`src/rtl/unidade_controle_pkg.sv`:
```
// Shared definitions for the game control unit: state encodings, LED source
// codes and small state-classification helpers used by the FSM and datapath.
package unidade_controle_pkg;

  // State encodings are fixed: db_estado exposes them directly.
  typedef enum logic [3:0] {
    Inicial     = 4'h0,
    Prepara     = 4'h1,
    Mostra      = 4'h2,
    ChecaMostra = 4'h3,
    IncrEnd     = 4'h4,
    ZeraEnd     = 4'h5,
    Espera      = 4'h6,
    Registra    = 4'h7,
    Compara     = 4'h8,
    ProxJogada  = 4'h9,
    Coringa     = 4'hA,
    FimRodada   = 4'hB,
    ProxRodada  = 4'hC,
    Acertou     = 4'hD,
    Errou       = 4'hE,
    Esgotado    = 4'hF
  } estado_e;

  // LED source selection.
  localparam logic [1:0] LedBotoes  = 2'b00;
  localparam logic [1:0] LedMemoria = 2'b01;
  localparam logic [1:0] LedApagado = 2'b10;

  localparam int unsigned CoringasW = 3;

  // Datapath control strobes produced by the FSM.
  typedef struct packed {
    logic zera_l;
    logic conta_l;
    logic zera_e;
    logic conta_e;
    logic limpa_r;
    logic registra_r;
    logic limpa_m;
    logic registra_m;
    logic zera_tmr;
    logic conta_tmr;
    logic reset_timer;
  } controle_t;

  // Game-status flags.
  typedef struct packed {
    logic pronto;
    logic ganhou;
    logic perdeu;
    logic timeout;
  } status_t;

  // States in which the start request is sampled.
  function automatic logic aceita_iniciar(estado_e e);
    return (e == Inicial) || (e == Acertou) || (e == Errou) || (e == Esgotado);
  endfunction

  // Terminal states of a game.
  function automatic logic estado_final(estado_e e);
    return (e == Acertou) || (e == Errou) || (e == Esgotado);
  endfunction

endpackage

```
`src/rtl/unidade_controle.sv`:
```
// Memory-game control unit: Moore FSM sequencing display, play, wildcard and
// round bookkeeping, plus an inline wildcard-use counter.
module unidade_controle
  import unidade_controle_pkg::*;
#(
  parameter int unsigned CORINGAS = 1
) (
  input  logic                 clock,
  input  logic                 reset,
  input  logic                 iniciar,
  input  logic                 fimTMR,
  input  logic                 enderecoIgualLimite,
  input  logic                 chavesIgualMemoria,
  input  logic                 jogada_feita,
  input  logic                 botao_coringa_out,
  input  logic                 timeout,
  input  logic                 fimL,
  output logic                 zeraL,
  output logic                 contaL,
  output logic                 zeraE,
  output logic                 contaE,
  output logic                 limpaR,
  output logic                 registraR,
  output logic                 limpaM,
  output logic                 registraM,
  output logic                 zeraTMR,
  output logic                 contaTMR,
  output logic                 reset_timer,
  output logic [1:0]           BotoesOuMemoria,
  output logic                 pronto,
  output logic                 ganhou,
  output logic                 perdeu,
  output logic                 db_timeout,
  output logic [CoringasW-1:0] db_coringas,
  output logic [3:0]           db_estado
);

  localparam logic [CoringasW-1:0] CoringasIni = CoringasW'(CORINGAS);

  estado_e                estado_q, estado_d;
  logic [CoringasW-1:0]   coringas_q, coringas_d;
  logic                   tem_coringa;
  controle_t              ctrl;
  status_t                stat;
  logic [1:0]             led_sel;

  assign tem_coringa = (coringas_q != '0);

  // State register; reset abandons any game in progress.
  always_ff @(posedge clock or negedge reset) begin
    if (!reset) begin
      estado_q <= Inicial;
    end else begin
      estado_q <= estado_d;
    end
  end

  // Wildcard counter register.
  always_ff @(posedge clock or negedge reset) begin
    if (!reset) begin
      coringas_q <= CoringasIni;
    end else begin
      coringas_q <= coringas_d;
    end
  end

  // Wildcard counter: reloaded per game, spent one per CORINGA visit, never wraps.
  always_comb begin
    coringas_d = coringas_q;
    if (estado_q == Prepara) begin
      coringas_d = CoringasIni;
    end else if ((estado_q == Coringa) && tem_coringa) begin
      coringas_d = coringas_q - 1'b1;
    end
  end

  // Next-state logic.
  always_comb begin
    estado_d = estado_q;
    case (estado_q)
      Inicial, Acertou, Errou, Esgotado: begin
        if (iniciar) estado_d = Prepara;
      end
      Prepara:     estado_d = Mostra;
      Mostra: begin
        if (fimTMR) estado_d = ChecaMostra;
      end
      ChecaMostra: estado_d = enderecoIgualLimite ? ZeraEnd : IncrEnd;
      IncrEnd:     estado_d = Mostra;
      ZeraEnd:     estado_d = Espera;
      Espera: begin
        // Timeout beats a play; a play beats a wildcard press on the same cycle.
        if (timeout) begin
          estado_d = Esgotado;
        end else if (jogada_feita) begin
          estado_d = Registra;
        end else if (botao_coringa_out && tem_coringa) begin
          estado_d = Coringa;
        end
      end
      Registra:    estado_d = Compara;
      Compara: begin
        if (!chavesIgualMemoria) begin
          estado_d = Errou;
        end else if (enderecoIgualLimite) begin
          estado_d = FimRodada;
        end else begin
          estado_d = ProxJogada;
        end
      end
      ProxJogada:  estado_d = Espera;
      // A wildcard counts as a correct play.
      Coringa:     estado_d = enderecoIgualLimite ? FimRodada : ProxJogada;
      FimRodada:   estado_d = fimL ? Acertou : ProxRodada;
      ProxRodada:  estado_d = Mostra;
      default:     estado_d = Inicial;
    endcase
  end

  // Moore output decode. INICIAL keeps everything low so reset drives all
  // outputs to zero; ESPERA is the only other state that releases reset_timer.
  always_comb begin
    ctrl             = '0;
    stat             = '0;
    led_sel          = LedApagado;
    ctrl.reset_timer = 1'b1;
    case (estado_q)
      Inicial: begin
        ctrl.reset_timer = 1'b0;
        led_sel          = LedBotoes;
      end
      Prepara: begin
        ctrl.zera_l   = 1'b1;
        ctrl.zera_e   = 1'b1;
        ctrl.limpa_r  = 1'b1;
        ctrl.limpa_m  = 1'b1;
        ctrl.zera_tmr = 1'b1;
      end
      Mostra: begin
        led_sel        = LedMemoria;
        ctrl.conta_tmr = 1'b1;
      end
      ChecaMostra: begin
        ctrl.zera_tmr   = 1'b1;
        ctrl.registra_m = 1'b1;
      end
      IncrEnd:    ctrl.conta_e = 1'b1;
      ZeraEnd:    ctrl.zera_e  = 1'b1;
      Espera: begin
        led_sel          = LedBotoes;
        ctrl.reset_timer = 1'b0;
      end
      Registra:   ctrl.registra_r = 1'b1;
      ProxJogada: ctrl.conta_e    = 1'b1;
      ProxRodada: begin
        ctrl.conta_l  = 1'b1;
        ctrl.zera_e   = 1'b1;
        ctrl.zera_tmr = 1'b1;
      end
      Acertou: begin
        stat.ganhou = 1'b1;
        stat.pronto = 1'b1;
      end
      Errou: begin
        stat.perdeu = 1'b1;
        stat.pronto = 1'b1;
      end
      Esgotado: begin
        stat.perdeu  = 1'b1;
        stat.timeout = 1'b1;
        stat.pronto  = 1'b1;
      end
      default: ;
    endcase
  end

  assign zeraL           = ctrl.zera_l;
  assign contaL          = ctrl.conta_l;
  assign zeraE           = ctrl.zera_e;
  assign contaE          = ctrl.conta_e;
  assign limpaR          = ctrl.limpa_r;
  assign registraR       = ctrl.registra_r;
  assign limpaM          = ctrl.limpa_m;
  assign registraM       = ctrl.registra_m;
  assign zeraTMR         = ctrl.zera_tmr;
  assign contaTMR        = ctrl.conta_tmr;
  assign reset_timer     = ctrl.reset_timer;
  assign BotoesOuMemoria = led_sel;
  assign pronto          = stat.pronto;
  assign ganhou          = stat.ganhou;
  assign perdeu          = stat.perdeu;
  assign db_timeout      = stat.timeout;
  assign db_coringas     = coringas_q;
  assign db_estado       = estado_q;

endmodule
```
`config.mk`:
```
export PLATFORM = sky130hd
export DESIGN_NAME = unidade_controle
export DESIGN_NICKNAME = d
export VERILOG_FILES = /design/src/rtl/unidade_controle_pkg.sv /design/src/rtl/unidade_controle.sv
export SDC_FILE = /design/constraint.sdc
export NUM_CORES = 1
export LEC_CHECK = 0
export ABC_AREA = 1
export CORE_UTILIZATION = 43
export DETAILED_ROUTE_END_ITERATION = 16
export PLACE_DENSITY = 0.95
export SYNTH_ARGS = -nofsm -noshare
export SYNTH_HDL_FRONTEND = slang
export SYNTH_SLANG_ARGS = --single-unit
```
`constraint.sdc`:
```
create_clock -name clock -period 3.4 [get_ports clock]
set_input_delay 0.68 -clock clock [delete_from_list [all_inputs] [get_ports clock]]
set_output_delay 0.68 -clock clock [all_outputs]
set_load 0.05 [all_outputs]
```
* Yosys cells after proc, flatten, opt, wreduce, memory -nomap -nowiden *
Index checks and enable logic that the tools add are counted.

word-level totals
  bits in registers = 7
  bits in latches = 0
  RAM bits = 0
  bits in read-only memories = 0
  output and inout bits = 24
  word-level logic and storage cells = 62
  memories kept = 0

cells by class
  $add $sub $neg = 1
  multiply operators = 0
  divide/modulo/power cells = 0
  order comparisons = 0
  equal/unequal tests = 18
  shift-type cells = 0
  muxes and demuxes = 26
  bitwise operators = 0
  reductions and logical operators = 15

operators by type and width
  cell                 count
  $pmux 4 s10          1
  $eq 4x4->1 const B   8
  $mux 4               5
  $eq 4x3->1 const B   4
  $mux 1               15
  $reduce_or 3->1      4
  $mux 3               3
  $eq 4x2->1 const B   2
  $reduce_or 2->1      4
  $eq 4x1->1 const B   1
  $logic_not 4->1      1
  $ne 2x2->1 const B   2
  $ne 4x4->1 const B   1
  $pmux 2 s2           1
  $reduce_or 4->1      1
  $reduce_and 3->1     1
  $reduce_bool 3->1    1
  $sub 3x1->3 const B  1
  $logic_and 1x1->1    2
  $mux 2               1
  $reduce_bool 2->1    1

* Logic depth before layout (Yosys ltp) *
Gate-level depths: netlist of the first run.

  word-level depth = 6
  gate-level depth with buffers = 11

* Least setup slack after synthesis of the first run *
OpenSTA, ideal clock, no wires.

  path type = flip-flop to output port
  start point = register estado_q[3], in the netlist db_estado[3]
  end point = output port contaE
  arrival = 2219 ps
  data required time = 2720 ps
  setup slack = 501 ps
  cell stages (with the launch flop) = 5
  cells stage by stage = dfrtp_1 > inv_2 > nor2_2 > inv_1 > o21ai_0

between the ends
  longest elaborated chain between the ends = 3

ends and longest elaborated chain
  what                                      line                     source
  from (decl)                               unidade_controle.sv:40   estado_e estado_q, estado_d;
  from (signal assigned)                    unidade_controle.sv:52   estado_q <= Inicial;
  from (signal assigned)                    unidade_controle.sv:54   estado_q <= estado_d;
  $eq 4x4->1 or $eq 4x3->1 (tied branches)  unidade_controle.sv:127  case (estado_q)
  $reduce_or 2->1 (no source line) *        --
  $mux 1 *                                  unidade_controle.sv:127
  to (decl)                                 unidade_controle.sv:21   output logic contaE,

Mark *: on every way between the ends. The rest lies on a longest branch, timed or not.

* Worst setup path after layout of the first run *
Same ends and word-level chain as after synthesis.

==> metrics, run 1 <==
status=completed; Worst EP required=2.72 ns; Layout Nets=~160; synthesized cell area=707 sq um; Clock Skews=0.00142 ns; Mapped Nets=128; worst slack at placement=0.863 ns; most frequent cells in the layout=clkdlybuf4s50_1, nand2_1, inv_1; Rows=14; Initial Utilization=0.464; Core ar.=1520 sq um; metal2 WL=983 microns; H-tree lvl count=1; hold_buf cts=0; Total Wirelength=2020 microns; DRT Pass-1 Iters=5; Final Hold Vio Count=0; CTS buffer count=3; RSZ-0062 raised after global routing=false; area delta synth->final=51.3%; Placed Instances=about 160; Met3 Wirelength=135 microns; Die Width=around 43 microns; Reg clk slew, reported paths=0.06 ns; post-CTS sizing=0; CP max-delay cell=clkdlybuf4s50_1; # setup viols final=0; Final ANT Viol Nets=0; max-slew violations=0; I/O Pins=34; CTS Buffer Depth=2; maxcap violations=0; vias in the first global route=~750; Multi-input gate area=425 sq um; Yosys cell types=20; die area=1810 sq um; crit path max fanout=8; Tightest Pin Transition=between 0.5 and 0.6 ns; via/cell ratio=5.01; gr ovfl total=0; GR Util All Layers=0.236; Syn Inst Count=around 120; Hold/Removal Path Class=register to register; max_slew headroom=0.649; final setup margin=0.554 ns; utilization after layout=0.702; WS Path Type=register to output pin; antenna fix cells=0; fin cells=167; Sink Count=7; Setup crit end kind=output pin; post-CTS setup repair buffer count=0; Fill cells=134; crit-path max cell delay=0.83 ns; Die H=around 43 microns; commonest non-fill, non-tap cell in the layout=clkdlybuf4s50_1; Placer Congestion=slightly below 0.9; DP HPWL=1650 microns; # DRC=0; Syn Area/Cell=6.09 sq um; Port Buffers=33; top sig layer=met4; Vias=837; CTS tree=built; global-route wire length before repair=3260 microns; initial antenna violation count=0; Seq. cell area=176 sq um; CP cell instances=inv_2 > nor2_2 > inv_1 > o21ai_0 > clkdlybuf4s50_1; FMAX=around 350 MHz; part of the Yosys area used for sequential elements=0.250; Metal-1 WL=871 microns; flops & latches, synth=7; YS warnings=0; crit path DAT=2.17 ns; clk_lat worst skew=between 0.2 and 0.3 ns; Tcrit/Tclk final=0.837; worst reg2reg setup slack=around 1.7 ns; setup total negative slack=0 ns; WL/cell=12.1 microns; Root Buffer Master=clkbuf_4; Setup crit start kind=register; pin count of the biggest net entering global routing=9; violation count after the first detailed-route iteration=28; share of layout cells above drive strength 1=0.179; Final min period=2.85 ns
[layout make-up]
type,count,area share
clock buffers,3,0.0211
multi-input cells,83,0.398
flip-flops and latches,7,0.165
repair buffers,33,0.309
inverters,24,0.0842
clock inverters,1,0.00468
well taps,16,0.0187
[Yosys cell counts]
library cell / number / area [sq um]
o21ai_0: 6 / 30.0
a21oi_1: 3 / 15.0
clkinv_1: 1 / 3.75
buf_4: 2 / 15.0
nor2_2: 5 / 31.3
nand3_1: 7 / 35.0
nor2_1: 17 / 63.8
o211ai_1: 1 / 7.51
inv_1: 18 / 67.6
ha_1: 2 / 25.0
or2_2: 1 / 6.26
o21ai_2: 2 / 17.5
nand2_1: 28 / 105
dfstp_2: 1 / 26.3
o22ai_1: 2 / 12.5
dfrtp_1: 6 / 150
nor2_4: 2 / 22.5
nand2_4: 2 / 22.5
nand2_2: 5 / 31.3
inv_2: 5 / 18.8
[cell families after synthesis]
group | Yosys count | synth area share
compound gates | 14 | 0.117
fa+ha+maj | 2 | 0.0354
buf+inv | 26 | 0.149
flops | 7 | 0.250
simple gates | 67 | 0.450
[registers in the layout, summed over array words and instances, names as in the netlist]
name,cells
db_estado,4
db_coringas,3
[per-layer routing]
metal,up-vias,GRT usage
met5,-,0
met4,0,0.106
met3,4,0.0603
met2,40,0.372
met1,369,0.301
li1,424,-
[per-stage QoR]
stage / cell area [sq um] / hold slack [ns]
final: 1070 / 0.553
after detailed placement: 1040 / 0.546
after floorplan: 707 / 0.384
after global placement: 1040 / 0.524
after global routing: 1070 / 0.585
after CTS: 1070 / 0.555
[worst max-delay path: cells and delay by family, from the launching register on]
family	cells	cell delay [ns]
compound gates	1	0.15
buf+inv	3	1.03
flops	1	0.43
simple gates	1	0.29
[path summary, 6_finish.rpt]
path | cells after the start | end | from
max | 5 | contaE | db_estado[3]$_DFFE_PN0P_
min | 2 | db_coringas[0]$_DFFE_PN1P_ | db_coringas[0]$_DFFE_PN1P_
max reg2reg | 11 | db_estado[0]$_DFFE_PN0P_ | db_coringas[0]$_DFFE_PN1P_
min reg2reg | 2 | db_coringas[0]$_DFFE_PN1P_ | db_coringas[0]$_DFFE_PN1P_
max in group asynchronous | 1 | db_coringas[0]$_DFFE_PN1P_ | reset
min in group asynchronous | 1 | db_estado[0]$_DFFE_PN0P_ | reset
Power of run 1 is not shown: default switching activity piles up to over one toggle a cycle in this logic, so the estimate is an artifact.
==> inputs of run 2 (changes only) <==
- CORE_UTILIZATION: 43 -> 36
- PLACE_DENSITY: 0.95 -> 0.86
- clock period: 3.4 -> 2.5 ns (I/O delays scaled with it)
==> run 2 against run 1 <==
  * Clock skew barely moved
  * Cell count rose by 5.4%
  * Routed wire length fell by 5.5%
  * Utilization fell by 11 points
  * Global-route usage fell by 3.2 points
  * Clock-buffer cell count did not move
  * Final area fell by 0.70%
  * Die area rose by 19%
  * Critical path depth fell by 2
  * Critical endpoint is now db_timeout
  * Largest cell class unchanged
==> metrics, run 2 (synthesis results as in run 1) <==
GR Util All Layers=0.204; Port Buffers=33; via/cell ratio=4.65; Setup crit end kind=output pin; clk_lat worst skew=roughly 0.26 ns; # DRC=0; I/O Pins=34; Clock Skews=around 0.0019 ns; CTS Buffer Depth=2; max-slew violations=0; Die H=~46 microns; violation count after the first detailed-route iteration=12; Initial Utilization=0.396; Rows=15; setup total negative slack=0 ns; Final min period=2.39 ns; # setup viols final=0; CTS buffer count=3; die area=2150 sq um; DRT Pass-1 Iters=4; antenna fix cells=0; commonest non-fill, non-tap cell in the layout=nand2_1; Reg clk slew, reported paths=0.06 ns; Layout Nets=164; WL/cell=10.8 microns; max_slew headroom=0.662; DP HPWL=1640 microns; gr ovfl total=0; status=completed; most frequent cells in the layout=nand2_1, clkdlybuf4s50_1, inv_1; Placer Congestion=approximately 0.97; worst slack at placement=0.169 ns; Total Wirelength=about 1900 microns; global-route wire length before repair=2960 microns; area delta synth->final=50.3%; Hold WS=0.501 ns; Final Hold Vio Count=0; crit path DAT=1.89 ns; Vias=819; pin count of the biggest net entering global routing=9; Sink Count=7; final setup margin=between 0.1 and 0.15 ns; share of layout cells above drive strength 1=0.252; WS Path Type=register to output pin; Setup crit start kind=register; Core ar.=1780 sq um; crit path max fanout=7; Hold/Removal Path Class=input port to asynchronous set/reset pin; maxcap violations=0; Root Buffer Master=clkbuf_4; Tcrit/Tclk final=0.956; vias in the first global route=673; initial antenna violation count=0; CTS tree=built; hold_buf cts=0; Die Width=~46 microns; RSZ-0062 raised after global routing=false; Final ANT Viol Nets=0; FMAX=418 MHz; Fill cells=~180; Tightest Pin Transition=0.506 ns; Worst EP required=~2 ns; number of flip-flops in the largest register=4; H-tree lvl count=1
==> run 2: changes by cell type in the layout (fill, tap and decap cells not counted) <==
cell,before,now
clkdlybuf4s50_1,33,20
buf_4,0,10
dlymetal6s2s_1,0,2
dlygate4sd2_1,0,1
nor2_1,17,16
nor2_2,5,6
o21ai_0,6,5
o21ai_1,0,1
==> run 2: worst paths after layout <==
kind	startpoint	endpoint	slack, ns	cells past startpoint
max	db_estado[1]$_DFFE_PN0P_	db_timeout	0.11	3
min	reset	db_coringas[1]$_DFFE_PN0P_	0.50	1
max reg2reg	db_coringas[0]$_DFFE_PN1P_	db_estado[0]$_DFFE_PN0P_	0.86	11
min reg2reg	db_coringas[0]$_DFFE_PN1P_	db_coringas[0]$_DFFE_PN1P_	0.54	2
max in group asynchronous	reset	db_coringas[0]$_DFFE_PN1P_	1.71	1
min in group clock	db_coringas[0]$_DFFE_PN1P_	db_coringas[0]$_DFFE_PN1P_	0.54	2
==> run 2: critical path: stages (launching register included) <==
cell             delay (ns)
dfrtp_1                0.51
nand2_1                0.19
nor2_1                 0.13
clkdlybuf4s50_1        0.80
==> run 2: layout make-up <==
type	count	area, sq um	share of cell area
Timing Repair Buffer	33	309	0.291
Inverter	24	90.1	0.0848
Clock inverter	1	5.00	0.00471
Multi-Input combinational cell	83	428	0.403
Tap cell	25	31.3	0.0294
Clock buffer	3	22.5	0.0212
Sequential cell	7	176	0.166
==> run 2: stage by stage <==
| stage | util | area (sq um) | std cells |
|---|---|---|---|
| 2_1_floorplan | - | 709 | 116 |
| 3_3_place_gp | 0.578 | 1030 | 172 |
| 3_5_place_dp | 0.578 | 1030 | 172 |
| 4_1_cts | 0.593 | 1060 | 176 |
| 5_1_grt | 0.596 | 1060 | 176 |
| 6_report | 0.596 | 1060 | 176 |
==> run 2: repair_timing <==
action                     CTS  global route
setup endpoints to repair    1             2
buffers inserted             0             0
resized for setup            1             2
==> run 2: metal layers <==
metal / track usage / up-vias / wire, microns
met5: 0 / - / 0
met4: 0.106 / 0 / 44
met3: 0.0667 / 7 / 138
met2: 0.314 / 37 / 936
met1: 0.251 / 349 / 788
li1: - / 426 / -
Power of run 2 is left out for the same reason.
